$ cat config.mk
export PLATFORM = sky130hd
export DESIGN_NAME = lsu_mem_ctrl
export DESIGN_NICKNAME = d
export VERILOG_FILES = /design/src/rtl/cpu_pkg.sv /design/src/rtl/lsu_mem_ctrl.sv
export SDC_FILE = /design/constraint.sdc
export NUM_CORES = 1
export LEC_CHECK = 0
export CORE_ASPECT_RATIO = 1.75
export CORE_MARGIN = 1
export CORE_UTILIZATION = 55
export DETAILED_ROUTE_END_ITERATION = 10
export DONT_BUFFER_PORTS = 1
export GPL_ROUTABILITY_DRIVEN = 0
export PLACE_DENSITY = 0.77
export SETUP_SLACK_MARGIN = 0.4
export SLEW_MARGIN = 20
export SYNTH_ARGS = -nofsm -noshare
export SYNTH_HDL_FRONTEND = slang
export SYNTH_SLANG_ARGS = --single-unit
$ cat constraint.sdc
create_clock -name clk -period 2.2 [get_ports clk]
set_clock_uncertainty 0.1 [all_clocks]
set_input_delay 0.22 -clock clk [delete_from_list [all_inputs] [get_ports clk]]
set_output_delay 0.22 -clock clk [all_outputs]
set_load 0.05 [all_outputs]
$ cat src/rtl/cpu_pkg.sv
// Shared definitions for the mini-CPU: FSM state encodings, access sizes and
// default memory geometry.
package cpu_pkg;

    localparam int unsigned ADDR_W_DEF = 8;
    localparam int unsigned DATA_W_DEF = 8;

    localparam logic [1:0] ST_IDLE = 2'd0;
    localparam logic [1:0] ST_LO   = 2'd1;
    localparam logic [1:0] ST_HI   = 2'd2;
    localparam logic [1:0] ST_RESP = 2'd3;

    localparam logic SIZE_BYTE = 1'b0;
    localparam logic SIZE_HALF = 1'b1;

endpackage

$ cat src/rtl/lsu_mem_ctrl.sv
// Load/store controller: byte or little-endian halfword requests turned into single-byte
// memory accesses. Optional LSU_WRAP_FAULT_EN faults halfword accesses at the top address.
module lsu_mem_ctrl
    import cpu_pkg::*;
#(
    parameter int unsigned ADDR_W = ADDR_W_DEF,
    parameter int unsigned DATA_W = DATA_W_DEF
) (
    input  logic                clk,
    input  logic                rst_n,
    input  logic                req_valid,
    output logic                req_ready,
    input  logic                req_we,
    input  logic                req_size,
    input  logic [ADDR_W-1:0]   req_addr,
    input  logic [2*DATA_W-1:0] req_wdata,
    output logic                resp_valid,
    input  logic                resp_ready,
    output logic [2*DATA_W-1:0] resp_rdata,
    output logic                resp_err,
    output logic                mem_we,
    output logic [ADDR_W-1:0]   mem_addr,
    output logic [DATA_W-1:0]   mem_wd,
    input  logic [DATA_W-1:0]   mem_rd
);

    typedef enum logic [1:0] {
        StIdle = ST_IDLE,
        StLo   = ST_LO,
        StHi   = ST_HI,
        StResp = ST_RESP
    } state_e;

    state_e              state;
    logic                we_q;
    logic                size_q;
    logic [ADDR_W-1:0]   addr_q;
    logic [ADDR_W-1:0]   last_addr_q;
    logic [2*DATA_W-1:0] wdata_q;
    logic [2*DATA_W-1:0] rdata_q;
    logic                resp_valid_q;
    logic                err_q;
    logic [ADDR_W-1:0]   hi_addr;
    logic                wrap_fault;

    // High byte address wraps naturally modulo 2^ADDR_W.
    assign hi_addr = addr_q + ADDR_W'(1);

`ifdef LSU_WRAP_FAULT_EN
    assign wrap_fault = (req_size == SIZE_HALF) && (req_addr == {ADDR_W{1'b1}});
`else
    assign wrap_fault = 1'b0;
`endif

    always_ff @(posedge clk or negedge rst_n) begin
        if (!rst_n) begin
            state        <= StIdle;
            we_q         <= 1'b0;
            size_q       <= SIZE_BYTE;
            addr_q       <= '0;
            last_addr_q  <= '0;
            wdata_q      <= '0;
            rdata_q      <= '0;
            resp_valid_q <= 1'b0;
            err_q        <= 1'b0;
        end else begin
            unique case (state)
                StIdle: begin
                    if (req_valid) begin
                        we_q    <= req_we;
                        size_q  <= req_size;
                        addr_q  <= req_addr;
                        wdata_q <= req_wdata;
                        rdata_q <= '0;
                        err_q   <= wrap_fault;
                        if (wrap_fault) begin
                            state        <= StResp;
                            resp_valid_q <= 1'b1;
                        end else begin
                            state <= StLo;
                        end
                    end
                end
                StLo: begin
                    last_addr_q <= addr_q;
                    if (!we_q) rdata_q[DATA_W-1:0] <= mem_rd;
                    if (size_q == SIZE_HALF) begin
                        state <= StHi;
                    end else begin
                        state        <= StResp;
                        resp_valid_q <= 1'b1;
                    end
                end
                StHi: begin
                    last_addr_q <= hi_addr;
                    if (!we_q) rdata_q[2*DATA_W-1:DATA_W] <= mem_rd;
                    state        <= StResp;
                    resp_valid_q <= 1'b1;
                end
                StResp: begin
                    if (resp_ready) begin
                        resp_valid_q <= 1'b0;
                        state        <= StIdle;
                    end
                end
                default: state <= StIdle;
            endcase
        end
    end

    assign req_ready  = (state == StIdle);
    assign resp_valid = resp_valid_q;
    assign resp_rdata = rdata_q;
    assign resp_err   = err_q;

    // Outside LO/HI the address bus keeps the last byte actually accessed.
    always_comb begin
        mem_we   = 1'b0;
        mem_addr = last_addr_q;
        mem_wd   = '0;
        unique case (state)
            StLo: begin
                mem_we   = we_q;
                mem_addr = addr_q;
                mem_wd   = wdata_q[DATA_W-1:0];
            end
            StHi: begin
                mem_we   = we_q;
                mem_addr = hi_addr;
                mem_wd   = wdata_q[2*DATA_W-1:DATA_W];
            end
            default: ;
        endcase
    end

endmodule
[Word level (Yosys, flattened, before mapping)]
Index checks and enable logic that the tools add are counted.
Word-level totals
  flip-flop bits (word level): 53
  input bits: 38
Cells by class
  $add $sub $neg: 1
  equal/unequal tests: 8
  muxes and demuxes: 14
  bitwise gates (word level): 1
  reductions and logical operators: 9
Operators with widths (number)
  8-bit one-hot mux with 2 select lines: 4
  16-bit 2-to-1 mux: 1
  2-bit inequality test (second input constant): 5
  3-bit AND reduction: 3
  8-bit by 1-bit adder with 8-bit output (second input constant): 1
  8-bit 2-to-1 mux: 1
  2-bit one-hot mux with 4 select lines: 1
  2-bit equality test (second input constant): 2
  1-bit 2-to-1 mux: 4
  2-bit 2-to-1 mux: 2
  2-bit AND reduction: 2
  2-bit nonzero test: 2
  1-bit one-hot mux with 3 select lines: 1
  2-bit by 1-bit equality test with 1-bit output (second input constant): 1
  2-bit logical NOT: 1
  2-bit OR reduction: 1
  1-bit inverter: 1

[Logic depth before layout (Yosys ltp)]
  word-level depth: 3
  mapped depth: 8
  mapped depth without buffers: 6

[Worst setup path before layout]
Ideal clock, no wire load.
  path type: register to register
  from: register state[0]
  to: register last_addr_q[7]
  library setup time: 0.248 ns
  data arrival time: 2.271 ns
  required time: 1.852 ns
  path slack: -0.419 ns
  cell stages (with the launch flop): 7
  path buffers: 2
  clock period less this slack: 2.619 ns
  cell sequence: dfrtp_1 > inv_1 > ha_1 > buf_2 > clkbuf_1 > nand2_1 > o21ai_0
On the way
  word-level cells in the longest chain between the ends: 2
Ends and longest elaborated chain
  start, declared: line lsu_mem_ctrl.sv:34  | state_e state;
  start signal, assigned: line lsu_mem_ctrl.sv:57  | state <= StIdle;
  start signal, assigned: line lsu_mem_ctrl.sv:77  | state <= StResp;
  start signal, assigned: line lsu_mem_ctrl.sv:80  | state <= StLo;
  2-bit equality test / 2-bit by 1-bit equality test with 1-bit output (equally long branches)
  8-bit one-hot mux with 2 select lines (*): line lsu_mem_ctrl.sv:67  | unique case (state)
  net mem_addr[7]: line lsu_mem_ctrl.sv:22  | output logic [ADDR_W-1:0] mem_addr,
  end signal, assigned: line lsu_mem_ctrl.sv:85  | last_addr_q <= addr_q;
  end signal, assigned: line lsu_mem_ctrl.sv:95  | last_addr_q <= hi_addr;
  end, declared: line lsu_mem_ctrl.sv:38  | logic [ADDR_W-1:0] last_addr_q;
The timed path passes the listed nets; every way through them passes the cells marked *.
A chain may end at the register's enable or synchronous reset.

[Final worst setup path]
  from: register state[0]
  to: output port mem_addr[4]
On the way
  word-level cells in the longest chain between the ends: 2
Ends and longest elaborated chain
  2-bit equality test / 2-bit by 1-bit equality test with 1-bit output (equally long branches): line lsu_mem_ctrl.sv:121  | unique case (state)
  8-bit one-hot mux with 2 select lines (*)
  end, declared: line lsu_mem_ctrl.sv:22
Every way passes the cells marked *; elsewhere a longest branch is shown, timed or not.

==> metrics.txt <==
Fin. Hold Viols 0; Setup crit start kind flip-flop; Ports 74; GRT Overall Usage 0.271; area share of the largest cell type after synthesis 0.527; MaxCap Viol Count 0; largest net degree at the start of global routing 54; Hold Path Class in -> reg; detailed placement HPWL approximately 3600 um; asr flop ratio synth 1.00; Clock transition at path regs around 0.090 ns; vias in the first global route 2137; Wirelength per Cell 19.5 um; Buf/Inv on CP 3; first-pass GRT wire length between 9000 and 10000 um; Die Y between 90 and 100 um; synthesized area per cell about 11 sq um; ant diodes 0; EDFF count, synth 0; crit path kind reg -> out; fraction of layout instances using a drive strength above 1 0.405; sequential cell area fraction in the yosys report 0.527; Post-synth top cells dfrtp_1 (53), nand2_1 (42), o21ai_0 (21); initial antenna violation count 0; synthesized net count between 200 and 300; CTS H-tree depth 2; Final period util 0.945; Critical Path Most Common Cell buf_4; Initial Util 0.571; PortBufs 0; die footprint roughly 5000 sq um; Root Driver clkbuf_8; Critical-path top delay cell dfrtp_2; Routed Antenna Nets 0; Synth Register Bits 53; placed insts 277; cell with the most instances after synthesis dfrtp_1; top post-synthesis cells by area dfrtp_1 (53%), mux2_4 (12%), nand2_1 (6.3%), o21ai_0 (4.2%), a22oi_1 (3.6%); Yosys top cell by area dfrtp_1; unrepaired setup endpoints after global routing yes; Top FF cell, synth dfrtp_1; CP max FO 6; Cell Chain, Critical Path inv_4 -> ha_4 -> buf_4 -> buf_4 -> a21oi_4; Final Critical Period approximately 2.1 ns; CTS Sinks 53; via/cell ratio roughly 5.7; Slew Viols, Final 0; status completed; core area 4400 sq um; CP required approximately 1.9 ns; fin area approximately 3700 sq um; Pre-antenna DRT Iters 5; Synthesis Warnings 0; vias a little under 2k; Post-Route Setup TNS 0 ns; Longest Clk Path Bufs 2; Crit path max-delay family flip-flops; Gate Count Post-Synth roughly 230; Die X between 50 and 60 um; CTS tree yes; endpoints failing setup 0; area grow syn2layout 47.9%; Slowest Stage Delay on Critical Path 0.46 ns; Skew-Pair Late Insertion Delay approximately 0.31 ns; Num CTS Buffers 5; 1st-iter DRT viols 40; DRC viols 0; Layout Nets between 300 and 400; Netlist Area Pre-Place 2520 sq um; Post-Route WL 6630 um; Worst EP arrival between 1.5 and 2 ns; hold_ws 0.231 ns; row cnt 32; Overflow after GRT 0; Placed Area 2870 sq um; Achievable Freq about 480 MHz; CP endpoint kind primary output; count of cell types in the netlist 32; fin cells 340
per-layer routing:
layer  vias to the layer above  part of all wire  GRT usage
li1                        891                 -          -
met1                       981              0.36      0.274
met2                        72              0.58      0.507
met3                        10             0.045     0.0603
met4                         0             0.018     0.0943
met5                         -                 0          0
state kept, by name, summed over array words and instances (netlist names):
name,cells
state,2
we_q,1
last_addr_q,8
addr_q,8
wdata_q,16
resp_valid,1
size_q,1
resp_rdata,16
worst reg2reg max path: stages (launching register included):
cell and delay, ns:
dfrtp_2 0.46, buf_6 0.14, ha_4 0.18, buf_12 0.15, o211ai_4 0.39, nand2_1 0.12
o21ai_0 0.12
cell usage in the layout, fill, tap and decap left out, drive strengths merged, types with 2 or more instances in the layout:
| master | netlist | layout |
|---|---|---|
| clkinv | 0 | 2 |
| nand2 | 43 | 43 |
| ha | 5 | 5 |
| mux2 | 27 | 27 |
| inv | 4 | 4 |
| nand3 | 3 | 3 |
| o211ai | 2 | 2 |
| a22oi | 12 | 12 |
| xnor2 | 4 | 4 |
| buf | 9 | 32 |
| o21ai | 22 | 22 |
| a21oi | 6 | 6 |
| clkbuf | 5 | 6 |
| nor2 | 9 | 9 |
| dlygate4sd3 | 0 | 37 |
| o31ai | 2 | 2 |
| dfrtp | 53 | 53 |
| nor2b | 9 | 9 |
per-stage QoR:
step / util / setup slack, ns
floorplan: - / 0.355
global placement: 0.651 / 0.237
detailed placement: 0.651 / 0.187
CTS: 0.797 / 0.142
global route: 0.845 / 0.0907
finish: 0.845 / 0.120
timing repair:
| item | in CTS | in global routing |
|---|---|---|
| hold buffers | 37 | 1 |
| gates resized for setup | 23 | 35 |
| buffers inserted | 12 | 4 |
| endpoints found under the hold margin | 95 | 1 |
| gates cloned | 0 | 1 |
| pin swaps | 8 | 12 |
| endpoints found under the setup margin | 39 | 25 |
worst paths after layout:
path                              from       endpoint  slack, ns  depth (start not counted)
max in group asynchronous        rst_n       state[0]       1.44                          2
hold reg to reg            wdata_q[15]    wdata_q[15]       0.43                          1
setup / recovery              state[0]    mem_addr[4]       0.12                          5
setup reg to reg              state[0]  resp_rdata[4]       0.46                          6
hold / removal              resp_ready       state[1]       0.23                          2
min in group asynchronous        rst_n    wdata_q[15]       0.32                          2
final cells by class:
class,count,area (sq um)
Multi-Input combinational cell,154,1400
Sequential cell,53,1330
Timing Repair Buffer,70,822
Fill cell,219,683
Clock buffer,5,68.8
Tap cell,51,63.8
Inverter,4,20.0
Clock inverter,3,17.5
logic make-up (layout without fill, tap and decap cells):
kind of cell    count (synthesis)  after routing  share of synthesized area
simple gates                   68             68                      0.119
flops                          53             53                      0.527
compound gates                 47             47                      0.116
mux                            28             28                      0.155
buf+inv                        18             82                     0.0388
fa+ha+maj                       5              5                     0.0249
xor+xnor                        5              5                     0.0174
other cells                     1              1                    0.00149
Power is left out: the tool's default activity adds up to more than one toggle a clock period on the data nets, which glitch-free logic cannot reach.
